**config.mk**
```make
export PLATFORM = sky130hd
export DESIGN_NAME = uart_rx_fifo
export DESIGN_NICKNAME = d
export VERILOG_FILES = /design/src/rtl/uart_rx_fifo.sv
export SDC_FILE = /design/constraint.sdc
export NUM_CORES = 1
export LEC_CHECK = 0
export ABC_CLOCK_PERIOD_IN_PS = 5400
export BUFFER_PORTS_ARGS = -buffer_cell sky130_fd_sc_hd__buf_2
export CAP_MARGIN = 20
export CORE_ASPECT_RATIO = 1.2
export CORE_MARGIN = 2
export CORE_UTILIZATION = 65
export DETAILED_ROUTE_END_ITERATION = 8
export GPL_TIMING_DRIVEN = 0
export HOLD_SLACK_MARGIN = 0.06
export PLACE_DENSITY = 0.84
export SYNTH_ARGS = -nofsm -noshare
export SYNTH_HDL_FRONTEND = slang
export SYNTH_SLANG_ARGS = --single-unit
```
**constraint.sdc**
```tcl
create_clock -name clk -period 5.4 [get_ports clk]
set_input_delay 0.27 -clock clk [delete_from_list [all_inputs] [get_ports clk]]
set_output_delay 0.27 -clock clk [all_outputs]
set_load 0.01 [all_outputs]
```
**src/rtl/uart_rx_fifo.sv**
```systemverilog
// ---------------------------------------------------------------------------
// uart_rx_fifo
//   Receive half of the UART core. The asynchronous rxd line is synchronised
//   with two flops. Frames are recovered by sampling at mid-bit: start bit,
//   WIDTH data bits LSB first, an optional parity bit, then STOP_BITS stop
//   bits. Good frames go into a small show-ahead FIFO that feeds the
//   data_out valid/ready interface.
//
// Ports
//   clk             clock
//   rstn            asynchronous active-low reset
//   rxd             serial input, asynchronous to clk, idle high
//   data_out        head-of-FIFO word (0 while the FIFO is empty)
//   data_out_valid  FIFO not empty
//   data_out_ready  consumer accepts the head
//   frame_err       1-cycle pulse: a stop bit was sampled low
//   parity_err      1-cycle pulse: parity mismatch
//   overrun         1-cycle pulse: a good frame was dropped because the FIFO was full
//
// Handshake: a word transfers on every cycle where data_out_valid and
//   data_out_ready are both high. data_out is held stable while valid is high
//   and ready is low. Ready is ignored while valid is low.
// ---------------------------------------------------------------------------
module uart_rx_fifo #(
  parameter int CLOCK_FREQ = 27000000,
  parameter int BAUD       = 115200,
  parameter int WIDTH      = 8,
  parameter int PARITY     = 0,
  parameter int STOP_BITS  = 1,
  parameter int FIFO_DEPTH = 4
) (
  input  logic             clk,
  input  logic             rstn,
  input  logic             rxd,
  output logic [WIDTH-1:0] data_out,
  output logic             data_out_valid,
  input  logic             data_out_ready,
  output logic             frame_err,
  output logic             parity_err,
  output logic             overrun
);

  localparam int CYC = CLOCK_FREQ / BAUD;
  localparam int CW  = $clog2(CYC);
  localparam int IW  = (WIDTH > 1) ? $clog2(WIDTH) : 1;
  localparam int PW  = (FIFO_DEPTH > 1) ? $clog2(FIFO_DEPTH) : 1;
  localparam int NW  = $clog2(FIFO_DEPTH + 1);

  typedef enum logic [2:0] {
    S_IDLE,
    S_START,
    S_DATA,
    S_PARITY,
    S_STOP
  } state_t;

  state_t           state;
  logic [1:0]       sync;
  logic             rxd_s;
  logic             armed;
  logic [CW-1:0]    timer;
  logic             tick;
  logic [IW-1:0]    bit_idx;
  logic             stop_idx;
  logic [WIDTH-1:0] shreg;
  logic             ferr_acc;
  logic             perr_acc;
  logic             par_bad;
  logic             last_stop;
  logic             stop_bad;
  logic             good_frame;

  // Two-flop synchroniser; reset to the idle level so no false start is seen.
  always_ff @(posedge clk or negedge rstn) begin
    if (!rstn) sync <= 2'b11;
    else       sync <= {sync[0], rxd};
  end
  assign rxd_s = sync[1];

  assign tick = (timer == '0);

  // Received parity bit is rxd_s while in S_PARITY; shreg holds the full word.
  assign par_bad = (PARITY == 1) ? ~((^shreg) ^ rxd_s) : ((^shreg) ^ rxd_s);

  // Frame completion: this is the last stop-bit sample cycle.
  assign last_stop  = (state == S_STOP) && tick && (stop_idx == 1'(STOP_BITS - 1));
  assign stop_bad   = ferr_acc | ~rxd_s;
  assign good_frame = last_stop & ~stop_bad & ~perr_acc;

  always_ff @(posedge clk or negedge rstn) begin
    if (!rstn) begin
      state      <= S_IDLE;
      armed      <= 1'b0;
      timer      <= '0;
      bit_idx    <= '0;
      stop_idx   <= 1'b0;
      shreg      <= '0;
      ferr_acc   <= 1'b0;
      perr_acc   <= 1'b0;
      frame_err  <= 1'b0;
      parity_err <= 1'b0;
    end else begin
      frame_err  <= 1'b0;
      parity_err <= 1'b0;
      if (state != S_IDLE) timer <= tick ? CW'(CYC - 1) : timer - CW'(1);
      case (state)
        S_IDLE: begin
          // After reset the line must be seen high once before a start counts.
          if (rxd_s) begin
            armed <= 1'b1;
          end else if (armed) begin
            state <= S_START;
            timer <= CW'(CYC / 2 - 1);
          end
        end
        S_START: begin
          if (tick) begin
            if (!rxd_s) begin
              state    <= S_DATA;
              bit_idx  <= '0;
              ferr_acc <= 1'b0;
              perr_acc <= 1'b0;
            end else begin
              state <= S_IDLE;  // glitch, silently ignored
            end
          end
        end
        S_DATA: begin
          if (tick) begin
            shreg <= {rxd_s, shreg[WIDTH-1:1]};
            if (bit_idx == IW'(WIDTH - 1)) begin
              stop_idx <= 1'b0;
              if (PARITY != 0) state <= S_PARITY;
              else             state <= S_STOP;
            end else begin
              bit_idx <= bit_idx + IW'(1);
            end
          end
        end
        S_PARITY: begin
          if (tick) begin
            perr_acc <= par_bad;
            state    <= S_STOP;
          end
        end
        S_STOP: begin
          if (tick) begin
            if (last_stop) begin
              // Leave at mid-bit so a back-to-back start edge is caught in time.
              state      <= S_IDLE;
              frame_err  <= stop_bad;
              parity_err <= perr_acc;
            end else begin
              stop_idx <= 1'b1;
              ferr_acc <= ferr_acc | ~rxd_s;
            end
          end
        end
        default: state <= S_IDLE;
      endcase
    end
  end

  // ---------------- receive FIFO ----------------
  logic [WIDTH-1:0] mem [FIFO_DEPTH];
  logic [PW-1:0]    wr_ptr;
  logic [PW-1:0]    rd_ptr;
  logic [NW-1:0]    count;
  logic             full;
  logic             push;
  logic             pop;

  assign full           = (count == NW'(FIFO_DEPTH));
  assign data_out_valid = (count != '0);
  assign pop            = data_out_valid & data_out_ready;
  // A pop in the same cycle frees the slot the push needs.
  assign push           = good_frame & (~full | pop);
  assign data_out       = data_out_valid ? mem[rd_ptr] : '0;

  always_ff @(posedge clk) begin
    if (push) mem[wr_ptr] <= shreg;
  end

  always_ff @(posedge clk or negedge rstn) begin
    if (!rstn) begin
      wr_ptr  <= '0;
      rd_ptr  <= '0;
      count   <= '0;
      overrun <= 1'b0;
    end else begin
      overrun <= good_frame & full & ~pop;
      if (push) wr_ptr <= wr_ptr + PW'(1);
      if (pop)  rd_ptr <= rd_ptr + PW'(1);
      case ({push, pop})
        2'b10:   count <= count + NW'(1);
        2'b01:   count <= count - NW'(1);
        default: count <= count;
      endcase
    end
  end

endmodule

```
==> metrics.md, run 1 <==
| Metric | Value |
|---|---|
| Worst min-delay path class | `in2reg` |
| YS warnings | `0` |
| Synth Net Count | `239` |
| Die Span Y | `80.2 um` |
| Maximum VDD drop | `0.293 mV` |
| Synth async-reset ratio | `54.3%` |
| RSZ-0062 raised after global routing | `false` |
| HPWL after detailed placement | `3500 um` |
| Share of cells above drive strength 1 | `21.6%` |
| Cts bufs inserted | `9` |
| Gr ovfl total | `0` |
| Routability Congestion | `0.802` |
| TritonCTS clock tree | `done` |
| Drt first pass iters | `5` |
| Antenna-violating nets left | `0` |
| Top cells by area, synth | `edfxtp_1 31%, dfrtp_1 29%, mux4_2 5.7%, mux2_4 3.3%, xnor2_1 3.3%` |
| Count leader, synth | `dfrtp_1` |
| Clk sink count | `70` |
| Final period util | `49.6%` |
| Clock input transition at the sequential cells of the worst setup and hold paths | `0.07 ns` |
| DRT Wirelength | `5090 um` |
| EDFF count, synth | `32` |
| Cells after Synth | `226` |
| Arrival time worst endpoint | `2.68 ns` |
| I/O pin count | `16` |
| Final worst slack | `2.72 ns` |
| Finished Cell Area | `0.00352 sq mm` |
| Worst Tran Pin Value | `0.819 ns` |
| Status | `complete, no violations` |
| Cell Rows | `27` |
| Count of final hold-check violations | `0` |
| Initial antenna violation count | `0` |
| First-pass GRT wire length | `8790 um` |
| Post-synthesis register bit count | `70` |
| Pleak | `1.46 nW` |
| Area after DPL | `0.00329 sq mm` |
| Largest net degree at the start of global routing | `39` |
| PD cells | `418 mW/mm^2` |
| Total track usage | `22.8%` |
| Commonest cells in the netlist | `36 x dfrtp_1, 32 x edfxtp_1, 14 x and2_1` |
| DRC viols | `0` |
| Number of global-route vias before repair | `1804` |
| Max-slew violation count | `0` |
| Core area | `0.00463 sq mm` |
| Seq/Total Area, Yosys | `60.9%` |
| Place WS | `2.73 ns` |
| Via count | `1830` |
| Die Wd | `67.5 um` |
| Tmin final | `2.68 ns` |
| Clock root cell | `clkbuf_8` |
| Setup bufs post-CTS | `0` |
| CP required | `5.40 ns` |
| Critical path launch point type | `flop` |
| Final core utilization | `76.1%` |
| Relative slew slack | `45.4%` |
| Syn_area_per_cell | `13.9 sq um` |
| Vias per Instance | `5.77` |
| Starting Density | `67.9%` |
| Setup Skew | `0.00536 ns` |
| Biggest area consumer among synthesized cells | `edfxtp_1` |
| Clk buf depth | `2` |
| PortBufs | `15` |
| Die area | `0.00541 sq mm` |
| Fmax | `373 MHz` |
| Cell variety after synth | `48` |
| CP Class | `reg2reg` |
| Top sig layer | `met4` |
| Met2 wire len | `2600 um` |
| DR iter-0 viols | `155` |
| Clk_lat worst skew | `0.34 ns` |
| ANT cells | `0` |
| Layout Nets | `267` |
| CTS HTree Levels | `3` |
| Area Overhead vs Synth | `12.1%` |
| Worst-path maximum fanout | `9` |
| Drt wl/cell | `16.1 um` |
| Fin Setup TNS | `0 ns` |
| Met3 WL | `190 um` |
| Ys flop type | `dfrtp_1` |
| Top-area cell type share of the netlist area | `30.6%` |
| Max-cap viol count | `0` |
| Final number of setup-violating endpoints | `0` |
| Critical path capture point type | `flop` |
| Mapped cell area | `0.00314 sq mm` |
| Wl on met1 | `2240 um` |
metrics by stage:
| step | power (mW) | hold slack, ns | std cells |
|---|---|---|---|
| 6_report | 1.47 | 0.231 | 317 |
| 4_1_cts | 1.49 | 0.219 | 317 |
| 3_5_place_dp | 1.04 | 0.348 | 299 |
| 3_3_place_gp | 1.02 | 0.346 | 299 |
| 5_1_grt | 1.57 | 0.230 | 317 |
| 2_1_floorplan | 0.938 | -0.0256 | 226 |
per-layer routing:
layer,global-route usage (%),vias up
met2,35.3,30
met4,10.4,0
met1,30.0,906
li1,-,887
met5,0,-
met3,5.88,7
final timing paths:
kind	start	to	slack (ns)	cells past startpoint
setup / recovery	sync[1]	mem[0][4]	2.72	5
hold / removal	data_out_ready	rd_ptr[0]	0.23	3
setup reg to reg	sync[1]	mem[0][4]	2.72	5
hold reg to reg	sync[0]	sync[1]	0.36	0
max in group asynchronous	rstn	shreg[7]	4.32	2
min in group asynchronous	rstn	state[2]	0.56	2
sequential cells by signal, indices dropped and copies added, names as in the netlist, 2 cells and up:
signal and count:
mem 32, shreg 8, timer 8, bit_idx 3, count 3, state 3
rd_ptr 2, sync 2, wr_ptr 2
power breakdown:
part / switching, mW / internal [mW]
combinational: 0.187 / 0.179
clock: 0.188 / 0.259
sequential: 0.0530 / 0.608
layout make-up:
cell class                 count  area [sq um]
sequential                    70          1910
multi-input combinational    137          1150
fill                         286          1100
clock buffer                  10           128
timing repair buffer          17          95.1
clock inverter                 6          86.3
tap                           58          72.6
buffer                         9          42.5
inverter                      10          37.5
cells in the final DEF (no fill, tap or decap), types with 4 or more instances in the layout:
cell / count
a21oi_1: 4
and2_1: 14
buf_2: 16
clkbuf_1: 8
clkbuf_8: 9
dfrtp_1: 36
edfxtp_1: 32
ha_1: 8
inv_1: 10
mux2_4: 7
mux4_2: 8
nand2_1: 9
nand3_1: 4
nor2_1: 9
nor3_1: 6
nor4_1: 4
o21ai_0: 13
or3_1: 4
xnor2_1: 12
repair_timing:
action                    4_1_cts  5_1_grt
hold buffers                    2        0
hold endpoints to repair       37        0
resized for setup               0        0
worst max-delay path, cell delays in order, from the launching register on:
cell,delay [ns]
dfstp_2,0.52
clkbuf_1,0.32
nor4b_1,0.36
nand4_1,0.23
nor2_1,0.45
and2_1,0.46
kinds of logic (layout without fill, tap and decap cells):
| group | after synthesis | in the layout | share of synthesized area, % |
|---|---|---|---|
| DFF | 70 | 70 | 60.9 |
| and+or+nand+nor | 64 | 64 | 12.1 |
| adders and majority gates | 9 | 9 | 3.82 |
| buffers and inverters | 19 | 52 | 2.55 |
| muxes | 18 | 18 | 10.1 |
| AOI/OAI and AO/OA | 33 | 33 | 6.93 |
| xor gates and xnor gates | 13 | 13 | 3.62 |
Note: power is estimated with default switching activity, not from simulation.
==> run 2: changes to the inputs <==
==> config.mk (replaced) <==
export PLATFORM = sky130hd
export DESIGN_NAME = uart_rx_fifo
export DESIGN_NICKNAME = d
export VERILOG_FILES = /design/src/rtl/uart_rx_fifo.sv
export SDC_FILE = /design/constraint.sdc
export NUM_CORES = 1
export LEC_CHECK = 0
export ABC_AREA = 1
export ABC_CLOCK_PERIOD_IN_PS = 2150
export BUFFER_PORTS_ARGS = -buffer_cell sky130_fd_sc_hd__buf_2
export CAP_MARGIN = 20
export CORE_ASPECT_RATIO = 1.2
export CORE_MARGIN = 2
export CORE_UTILIZATION = 55
export DETAILED_ROUTE_END_ITERATION = 8
export GPL_TIMING_DRIVEN = 0
export HOLD_SLACK_MARGIN = 0.06
export PLACE_DENSITY = 0.75
export SYNTH_ARGS = -nofsm -noshare
export SYNTH_HDL_FRONTEND = slang
export SYNTH_SLANG_ARGS = --single-unit
==> constraint.sdc (replaced) <==
create_clock -name clk -period 2.15 [get_ports clk]
set_input_delay 0.1075 -clock clk [delete_from_list [all_inputs] [get_ports clk]]
set_output_delay 0.1075 -clock clk [all_outputs]
set_load 0.01 [all_outputs]
==> run 2 against run 1 <==
- core utilization is 11 points lower
- area after synthesis is 8.1% higher
- sequential share of layout area is 5.5 points lower
- critical path type unchanged
- highest routed layer unchanged
==> metrics.md, run 2 <==
| Metric | Value |
|---|---|
| Clk buf depth | `2` |
| Setup Skew | `0.0100 ns` |
| Biggest regs | `mem x32, shreg x8, timer x8` |
| Share of cells above drive strength 1 | `21.9%` |
| Crit path buf inv count | `1` |
| Gr ovfl total | `0` |
| Vias per Instance | `5.02` |
| Worst Tran Pin Value | `0.854 ns` |
| Post-synthesis register bit count | `70` |
| Top cells by area, synth | `edfxtp_1 28%, dfrtp_1 27%, nand2_1 6.7%, nor2_1 6.7%, o21ai_0 4.6%` |
| Non-Filler Instances | `479` |
| Count of final hold-check violations | `0` |
| Routability Congestion | `0.772` |
| Most frequent cells in the layout | `61 x nand2_1, 56 x nor2_1, 35 x dfrtp_1` |
| PD cells | `1070 mW/mm^2` |
| CTS HTree Levels | `3` |
| Arrival time worst endpoint | `2.08 ns` |
| Cell variety after synth | `37` |
| Reg with most FFs | `mem` |
| First-pass GRT wire length | `10400 um` |
| Clock root cell | `clkbuf_8` |
| Seq/Total Area, Yosys | `56.4%` |
| DRT Wirelength | `6320 um` |
| Final number of setup-violating endpoints | `0` |
| Biggest area consumer among synthesized cells | `edfxtp_1` |
| Antenna-violating nets left | `0` |
| Ys flop type | `dfrtp_1` |
| Crit-path cells | `nor2_4 > nand2_4 > nor2_4 > nand3_4 > nor2_4 > clkinvlp_4 > nor2_4` |
| Hold slack | `0.0874 ns` |
| Drt first pass iters | `4` |
| Clk sink count | `70` |
| Die Span Y | `90.1 um` |
| Syn_area_per_cell | `9.52 sq um` |
| Status | `complete, no violations` |
| Die area | `0.00682 sq mm` |
| Synth Net Count | `370` |
| CP Class | `reg2reg` |
| Clock input transition at the sequential cells of the worst setup and hold paths | `0.08 ns` |
| Via count | `2405` |
| Worst-path maximum fanout | `8` |
| EDFF count, synth | `32` |
| Cts bufs inserted | `9` |
| Layout Nets | `405` |
| Starting Density | `56.5%` |
| Synth async-reset ratio | `54.3%` |
| Max reg flops | `32` |
| PortBufs | `15` |
| Max-cap viol count | `0` |
| Tmin final | `2.06 ns` |
| Commonest non-fill, non-tap cell in the layout | `nand2_1` |
| Core area | `0.00601 sq mm` |
| Cell Rows | `31` |
| DRC viols | `0` |
| Pint | `2.68 mW` |
| Placed cell count | `454` |
| Max-slew violation count | `0` |
| Final period util | `95.7%` |
| Mapped cell area | `0.00340 sq mm` |
| Drt wl/cell | `13.2 um` |
| ANT cells | `0` |
| Largest net degree at the start of global routing | `39` |
| Switching part of the total | `36.2%` |
| Clk_lat worst skew | `0.35 ns` |
| Top-area cell type share of the netlist area | `28.3%` |
| HPWL after detailed placement | `4230 um` |
| Initial antenna violation count | `0` |
| I/O pin count | `16` |
| Top cell by count, worst path | `nor2_4` |
| Area Overhead vs Synth | `15.4%` |
| Family with the most delay on the worst path | `simple AND/OR/NAND/NOR gates` |
| Pleak | `1.76 nW` |
| Area after DPL | `0.00357 sq mm` |
| Sequential share of power | `39.9%` |
| Critical path launch point type | `flop` |
| Clk pwr share | `27.9%` |
| Maximum VDD drop | `0.550 mV` |
| TritonCTS clock tree | `done` |
| Finished Cell Area | `0.00392 sq mm` |
| DR iter-0 viols | `74` |
| CP max stage cell | `dfrtp_1` |
| NetSw | `1.52 mW` |
| Comb power frac | `32.2%` |
| Commonest cells in the netlist | `61 x nand2_1, 61 x nor2_1, 37 x inv_1` |
| Total track usage | `20.2%` |
| Number of global-route vias before repair | `2363` |
| Final core utilization | `65.2%` |
| Critical path capture point type | `flop` |
| Slowest cell delay on critical path | `0.46 ns` |
| CP required | `2.17 ns` |
| Worst min-delay path class | `in2reg` |
| Relative slew slack | `43.1%` |
| Die Wd | `75.7 um` |
| Final worst slack | `0.0934 ns` |
| Place WS | `-0.228 ns` |
| Cells after Synth | `357` |
| YS warnings | `0` |
| Fmax | `486 MHz` |
## run 2: changes by cell type in the layout (fill, tap and decap cells not counted), sizes merged, moves of 11 or more
cell and delta:
and2 -15, o21ai +22, nand2 +57, nand3 +11, nor2 +63, inv +34
## run 2: power groups by stage
stage | combinational, mW | sequential [mW] | clock [mW]
floorplan | 1.00 | 1.64 | 0
global placement | 1.32 | 1.66 | 0
detailed placement | 1.37 | 1.66 | 0
CTS | 1.38 | 1.64 | 1.19
global route | 1.57 | 1.69 | 1.24
finish | 1.35 | 1.68 | 1.17
## run 2: stage by stage
stage | total power [mW] | setup TNS [ns]
after floorplan | 2.64 | 0
after global placement | 2.98 | -4.90
after detailed placement | 3.03 | -6.08
after CTS | 4.21 | -0.769
after global routing | 4.50 | -0.225
final | 4.20 | 0
## run 2: path summary, 6_finish.rpt
check                          startpoint   endpoint  slack [ns]  cells past startpoint
max                              state[1]  mem[3][7]        0.09                      7
min                        data_out_ready    overrun        0.09                      4
max reg2reg                      state[1]  mem[3][7]        0.09                      7
min reg2reg                       sync[0]    sync[1]        0.36                      0
max in group asynchronous            rstn   timer[3]        1.15                      2
min in group asynchronous            rstn   count[2]        0.41                      2
## run 2: what timing repair did
item | in CTS | in global routing
hold buffers | 2 | 0
hold endpoints to repair | 37 | 0
endpoints found under the setup margin | 32 | 32
buffers inserted | 0 | 9
resized for setup | 5 | 10
pin swaps | 0 | 3
## run 2: layout make-up
type,count,area [sq um]
buffer,4,28.8
fill,469,2090
clock buffer,9,124
clock inverter,7,97.6
timing repair buffer,26,163
inverter,44,169
tap,82,103
sequential,70,1920
multi-input combinational,237,1320
## run 2: layer usage
layer	vias up	GRT usage (%)	part of all wire [%]
met1	1121	22.4	41
met3	18	5.72	3.3
met2	45	34.6	53
met4	0	9.36	2.7
li1	1221	-	-
met5	-	0	0
## run 2: logic make-up after synthesis
group / after synthesis / share of synthesized area, %
AOI/OAI and AO/OA: 53 / 8.29
adders and majority gates: 9 / 3.54
and+or+nand+nor: 162 / 22.4
xor gates and xnor gates: 13 / 3.57
buffers and inverters: 50 / 5.89
DFF: 70 / 56.4
## run 2: worst register-to-register path: stages, from the launching register on
cell and delay, ns:
dfrtp_1 0.46, nor2_4 0.19, nand2_4 0.09, nor2_4 0.15
nand3_4 0.11, nor2_4 0.18, clkinvlp_4 0.23, nor2_4 0.30
